## src/rtl/vector_pkg.sv

```systemverilog
// Shared types and constants for the vector display control path.
// Layer count and default beam-settle gap used by the frame scheduler.
package vector_pkg;

    localparam int N_LAYERS          = 4;
    localparam int SCHED_GAP_DEFAULT = 16;

    typedef enum logic [2:0] {
        IDLE,
        SELECT,
        ARM,
        RUN,
        GAP
    } sched_state_t;

endpackage

```

## src/rtl/vector_rr_arbiter.sv

```systemverilog
// Circular priority find: first set req bit strictly after ptr, wrapping.
// Latency: combinational. Backpressure: none, pure function of req/ptr.
// wrap flags a grant at or below ptr, i.e. the search went past the top index.
module vector_rr_arbiter #(
    parameter int N_SRC = 4,
    parameter int SEL_W = 2
) (
    input  logic [N_SRC-1:0] req,
    input  logic [SEL_W-1:0] ptr,
    output logic [SEL_W-1:0] grant,
    output logic             valid,
    output logic             wrap
);

    logic [SEL_W:0] idx;

    // Walk from the farthest candidate down so the nearest set bit wins.
    always_comb begin
        grant = '0;
        valid = 1'b0;
        idx   = '0;
        for (int i = N_SRC - 1; i >= 0; i--) begin
            idx = {1'b0, ptr} + (SEL_W + 1)'(i + 1);
            if (idx >= (SEL_W + 1)'(N_SRC)) begin
                idx = idx - (SEL_W + 1)'(N_SRC);
            end
            if (req[idx[SEL_W-1:0]]) begin
                grant = idx[SEL_W-1:0];
                valid = 1'b1;
            end
        end
    end

    assign wrap = valid && (grant <= ptr);

endmodule

```

## src/rtl/vector_frame_scheduler.sv

```systemverilog
// Round-robin frame scheduler for vector layers; runs go_master/halt per frame, then a settle gap.
// Latency: SELECT to go_master rise 2 cycles, halt to go_master fall 1 cycle. Backpressure: RUN holds until halt.
// Optional RUN watchdog enabled by defining VSCHED_WATCHDOG_EN.
module vector_frame_scheduler
    import vector_pkg::*;
#(
    parameter int N_SRC          = N_LAYERS,
    parameter int SEL_W          = $clog2(N_SRC),
    parameter int GAP_CYCLES     = SCHED_GAP_DEFAULT,
`ifdef VSCHED_WATCHDOG_EN
    parameter int TIMEOUT_CYCLES = 2**20,
`endif
    parameter int CNT_W          = 16
) (
    input  logic             clk,
    input  logic             rst,
    input  logic             enable,
    input  logic [N_SRC-1:0] layer_req,
    input  logic             halt,
    output logic             go_master,
    output logic [SEL_W-1:0] layer_sel,
    output logic             busy,
    output logic             frame_done,
    output logic             round_done,
    output logic [CNT_W-1:0] frame_cnt,
    output logic             timeout_err
);

    localparam int GAP_LAST = (GAP_CYCLES > 0) ? GAP_CYCLES - 1 : 0;
    localparam int GAP_W    = (GAP_LAST > 0) ? $clog2(GAP_LAST + 1) : 1;

    sched_state_t     state;
    sched_state_t     post_state;
    logic [SEL_W-1:0] ptr;
    logic [GAP_W-1:0] gap_cnt;
    logic [SEL_W-1:0] arb_grant;
    logic             arb_vld;
    logic             arb_wrap;
    logic             wd_hit;

    vector_rr_arbiter #(
        .N_SRC (N_SRC),
        .SEL_W (SEL_W)
    ) u_arb (
        .req   (layer_req),
        .ptr   (ptr),
        .grant (arb_grant),
        .valid (arb_vld),
        .wrap  (arb_wrap)
    );

    // With no gap configured, a finished frame goes straight back to arbitration.
    assign post_state = (GAP_CYCLES == 0) ? (enable ? SELECT : IDLE) : GAP;

`ifdef VSCHED_WATCHDOG_EN
    localparam int WD_W = (TIMEOUT_CYCLES > 1) ? $clog2(TIMEOUT_CYCLES) : 1;

    logic [WD_W-1:0] wd_cnt;

    assign wd_hit = (wd_cnt == WD_W'(TIMEOUT_CYCLES - 1));

    always_ff @(posedge clk or negedge rst) begin
        if (!rst) begin
            wd_cnt      <= '0;
            timeout_err <= 1'b0;
        end else if (state == RUN && !halt) begin
            wd_cnt <= wd_hit ? '0 : wd_cnt + WD_W'(1);
            if (wd_hit) begin
                timeout_err <= 1'b1;
            end
        end else begin
            wd_cnt <= '0;
        end
    end
`else
    assign wd_hit      = 1'b0;
    assign timeout_err = 1'b0;
`endif

    always_ff @(posedge clk or negedge rst) begin
        if (!rst) begin
            state      <= IDLE;
            ptr        <= SEL_W'(N_SRC - 1);
            gap_cnt    <= '0;
            go_master  <= 1'b0;
            layer_sel  <= '0;
            busy       <= 1'b0;
            frame_done <= 1'b0;
            round_done <= 1'b0;
            frame_cnt  <= '0;
        end else begin
            frame_done <= 1'b0;
            round_done <= 1'b0;
            unique case (state)
                IDLE: begin
                    go_master <= 1'b0;
                    if (enable && |layer_req) begin
                        state <= SELECT;
                        busy  <= 1'b1;
                    end
                end
                SELECT: begin
                    if (arb_vld) begin
                        layer_sel  <= arb_grant;
                        ptr        <= arb_grant;
                        round_done <= arb_wrap;
                        state      <= ARM;
                    end else begin
                        state <= IDLE;
                        busy  <= 1'b0;
                    end
                end
                ARM: begin
                    state     <= RUN;
                    go_master <= 1'b1;
                end
                RUN: begin
                    // halt wins over a watchdog expiry in the same cycle
                    if (halt) begin
                        go_master  <= 1'b0;
                        frame_done <= 1'b1;
                        frame_cnt  <= frame_cnt + CNT_W'(1);
                        state      <= post_state;
                        busy       <= (post_state != IDLE);
                    end else if (wd_hit) begin
                        go_master <= 1'b0;
                        state     <= post_state;
                        busy      <= (post_state != IDLE);
                    end
                end
                GAP: begin
                    go_master <= 1'b0;
                    if (gap_cnt == GAP_W'(GAP_LAST)) begin
                        gap_cnt <= '0;
                        state   <= enable ? SELECT : IDLE;
                        busy    <= enable;
                    end else begin
                        gap_cnt <= gap_cnt + GAP_W'(1);
                    end
                end
                default: begin
                    state     <= IDLE;
                    go_master <= 1'b0;
                    busy      <= 1'b0;
                end
            endcase
        end
    end

endmodule

```

## config.mk

```make
export PLATFORM = sky130hd
export DESIGN_NAME = vector_frame_scheduler
export DESIGN_NICKNAME = d
export VERILOG_FILES = /design/src/rtl/vector_pkg.sv /design/src/rtl/vector_rr_arbiter.sv /design/src/rtl/vector_frame_scheduler.sv
export SDC_FILE = /design/constraint.sdc
export NUM_CORES = 1
export LEC_CHECK = 0
export BUFFER_PORTS_ARGS = -buffer_cell sky130_fd_sc_hd__buf_2
export CAP_MARGIN = 15
export CELL_PAD_IN_SITES_DETAIL_PLACEMENT = 2
export CELL_PAD_IN_SITES_GLOBAL_PLACEMENT = 2
export CORE_MARGIN = 2
export CORE_UTILIZATION = 38
export CTS_BUF_LIST = sky130_fd_sc_hd__clkbuf_2 sky130_fd_sc_hd__clkbuf_4 sky130_fd_sc_hd__clkbuf_8
export DETAILED_ROUTE_END_ITERATION = 6
export GPL_TIMING_DRIVEN = 0
export PLACE_DENSITY_LB_ADDON = 0.12
export SKIP_CTS_REPAIR_TIMING = 1
export SLEW_MARGIN = 20
export SYNTH_ARGS = -nofsm -noshare
export SYNTH_HDL_FRONTEND = slang
export SYNTH_SLANG_ARGS = --single-unit
```

## constraint.sdc

```tcl
create_clock -name clk -period 4.95 [get_ports clk]
set_clock_uncertainty 0.2 [all_clocks]
set_input_delay 0.2475 -clock clk [delete_from_list [all_inputs] [get_ports clk]]
set_output_delay 0.2475 -clock clk [all_outputs]
set_load 0.1 [all_outputs]
```

==> results.env <==
NUMPORTBUFFERS=29
WL_PER_CELL_UM=16.0
CLOCKBUFFERDEPTH=2
SYNTH.LIB_CELLS_USED.DISTINCT=37
SYNTHARSTFLOPSHARE_PCT=100
POWER.DENSITY_CELL_AREA_mW_PER_MM2=669
SETUP_VIOLATIONS=0
DETAILEDPLACEMENTHPWL_UM=2590
NETLIST_TOP_CELLS_COUNT='sky130_fd_sc_hd__dfrtp_1, sky130_fd_sc_hd__nand2_1, sky130_fd_sc_hd__xnor2_1'
GRT_PASS1_WL_UM=6310
FINAL_CRITICAL_PATH_SHARE_OF_THE_CLOCK_PERIOD_PCT=43.4
CTS_ROOT_BUFFER='sky130_fd_sc_hd__clkbuf_8'
SYNTH_EDF_COUNT=0
SYNTH_TOP_CELL_BY_AREA='sky130_fd_sc_hd__dfrtp_1'
DIE_HEIGHT_UM=66.8
CLOCK_SINKS=31
NNETSFINAL=191
GRTUSAGEMET3_PCT=5.91
POST-SYNTH-TOP-COUNT-CELL='sky130_fd_sc_hd__dfrtp_1'
CTS_TREE='done'
GLOBAL_ROUTE.PEAK_USAGE_LAYER='met2'
CTS-HTREE-LEVELS=2
YOSYS_WARNINGS=0
POST_DP_CELL_AREA_MM2=0.00171
DRT_ITER0_DRC=26
PATH_MAX_FANOUT=7
ROUTED_VIA_DENSITY=5.23
TOTALPOWERFINAL_mW=1.23
YS_FF_LATCH=31
GRT.TOTAL_USAGE_PCT=19.2
STARTPOINT_TYPE_OF_THE_WORST_SETUP_PATH='flip-flop'
DIE_AREA_MM2=0.00447
ARRIVAL_TIME_REPORTED_FOR_THE_CRITICAL_PATH_ENDPOINT_PS=2110
GRT_START_MAX_NET_PINS=32
CLK_LATENCY_PS=290
CLKSLEWWORSTSETUPHOLDPATHS_PS=70
FINAL_DESIGN_AREA_NO_FILL_MM2=0.00183
SYNTH_TOP_AREA_SHARE_PCT=48.4
DR_TOTAL_VIAS=1193
WORSTPATHREQUIRED_PS=4920
RSZ0062_AT_GRT='no'
SYN_INST=142
VDD_IR_DROP_MAX_uV=339
POST_SYNTH_MAIN_AREA_CONTRIBUTORS='sky130_fd_sc_hd__dfrtp_1, sky130_fd_sc_hd__xnor2_1, sky130_fd_sc_hd__nand2_1'
OVERFLOW_LEFT_AFTER_GLOBAL_ROUTING=0
DRC=0
SYN_TO_FINAL_GROWTH_PCT=22.2
TOTAL_LEAKAGE_POWER_nW=0.885
FINALWEIGHTEDCONGESTION=0.760
NUMBER_OF_GLOBAL_ROUTE_VIAS_BEFORE_REPAIR=1295
FINISH.UTILIZATION_PCT=49.3
TIMING.SETUP.TNS_PS=0
CTS_MADE_BUFFERS=5
PLACEMENT_ROWS=22
N_FILL_CELL=404
NUMBER_OF_MAX_SLEW_VIOLATIONS_IN_THE_FINAL_REPORT=0
SYNTH_SEQ_AREA_SHARE_PCT=51.9
DRV_CAP=0
SLEW_HEADROOM_PCT=54.0
FINALWIRELENGTH_UM=3640
CRITICALPATHCATEGORY='reg -> reg'
CORE-AREA_MM2=0.00372
NUM_ANTENNA_CELLS=0
CRITICAL_PATH.ENDPOINT_TYPE='flip-flop'
DIE_WIDTH_UM=66.8
DETAILEDROUTE.FIRSTPASSITERATIONCOUNT=4
HOLD-WORST-SLACK_PS=111
ANTENNA_FOUND_INITIAL=0
FINALWORSTPATHREQUIREDPERIOD_PS=2150
SYNTH_NETS=154
GRT_UTIL_MET1_PCT=22.9
TIMING.HOLD.WORST.CLASS='in -> reg'
FMAX_MHz=466
DRIVE_GT1_SHARE_PCT=30.0
RESULT_OF_THE_RUN='completed'
POST_SYNTH_DESIGN_CELL_AREA_MM2=0.00150
GRT_USE_MET2_PCT=32.4
REMAINING_ANTENNA_VIOLATION_COUNT_AFTER_ROUTING=0
FINALHOLDVIOLCOUNT=0
START_UTIL_PCT=40.4
BOUNDARYPINS=31
SYNTH-MAIN-FF-CELL='sky130_fd_sc_hd__dfrtp_1'
SYN_AREA_PER_CELL_UM2=10.6
TIMING_WORST_SLEW_PIN_VALUE_PS=690
flip-flops by register name (all words and copies together), names as in the netlist, 2 cells and up:
name,count
frame_cnt,16
gap_cnt,4
state,3
layer_sel,2
ptr,2
critical path: stages, from the launching register on:
cell                       delay, ps
sky130_fd_sc_hd__dfrtp_1         470
sky130_fd_sc_hd__inv_2            90
sky130_fd_sc_hd__or4_1           520
sky130_fd_sc_hd__clkbuf_2        180
sky130_fd_sc_hd__or4_4           440
sky130_fd_sc_hd__o21a_1          130
report_power, final:
part,switching (mW),internal (mW)
combinational,0.410,0.154
sequential,0.0750,0.326
clock,0.0977,0.163
total,0.583,0.643
per-layer routing:
layer  routed length, um  part of all wire, %
met1                1580                   43
met2                1860                   51
met3                 144                  4.0
met4                  55                  1.5
met5                   0                    0
final cells by class:
type / instances / area, um2 / area share (%)
plain buffers: 4 / 30.0 / 1.64
clock buffers: 6 / 82.6 / 4.51
clock inverters: 2 / 35.0 / 1.91
inverters: 6 / 22.5 / 1.23
multi-input cells: 101 / 669 / 36.5
flip-flops and latches: 31 / 778 / 42.5
well taps: 48 / 60.1 / 3.28
repair buffers: 30 / 155 / 8.46
layout by cell type (no fill, tap or decap), types with 3 or more instances in the layout:
cell / instances
sky130_fd_sc_hd__xnor2_1: 14
sky130_fd_sc_hd__o21ai_0: 4
sky130_fd_sc_hd__o21a_1: 4
sky130_fd_sc_hd__nand2_1: 16
sky130_fd_sc_hd__nor2_1: 8
sky130_fd_sc_hd__a21oi_1: 6
sky130_fd_sc_hd__inv_1: 5
sky130_fd_sc_hd__nand3_1: 7
sky130_fd_sc_hd__nor4_1: 3
sky130_fd_sc_hd__ha_1: 4
sky130_fd_sc_hd__buf_2: 29
sky130_fd_sc_hd__dfrtp_1: 29
sky130_fd_sc_hd__and4_1: 3
sky130_fd_sc_hd__clkbuf_8: 7
sky130_fd_sc_hd__nand4_1: 6
per-stage QoR:
step / setup slack [ps] / cells
2_1_floorplan: 2650 / 142
3_3_place_gp: 2880 / 219
3_5_place_dp: 2840 / 219
4_1_cts: 2750 / 227
5_1_grt: 2630 / 228
6_report: 2800 / 228
worst paths after layout:
path / startpoint / to / slack (ps) / cells past startpoint
setup / recovery: state[0] / layer_sel[0] / 2800 / 5
hold / removal: halt / go_master / 110 / 4
setup reg to reg: state[0] / layer_sel[0] / 2800 / 5
hold reg to reg: layer_sel[1] / layer_sel[1] / 290 / 1
max in group asynchronous: rst / state[2] / 3760 / 2
min in group asynchronous: rst / state[1] / 340 / 2
cells by family after synthesis:
family | share of synthesized area (%)
buffers and inverters | 3.50
AND/OR/NAND/NOR | 20.0
other | 0.250
flip-flops | 51.9
adder cells (fa/ha/maj) | 3.34
multiplexers | 1.50
XOR/XNOR | 9.34
AO/OA/AOI/OAI | 10.2
Power figures use the tool's default switching activity.
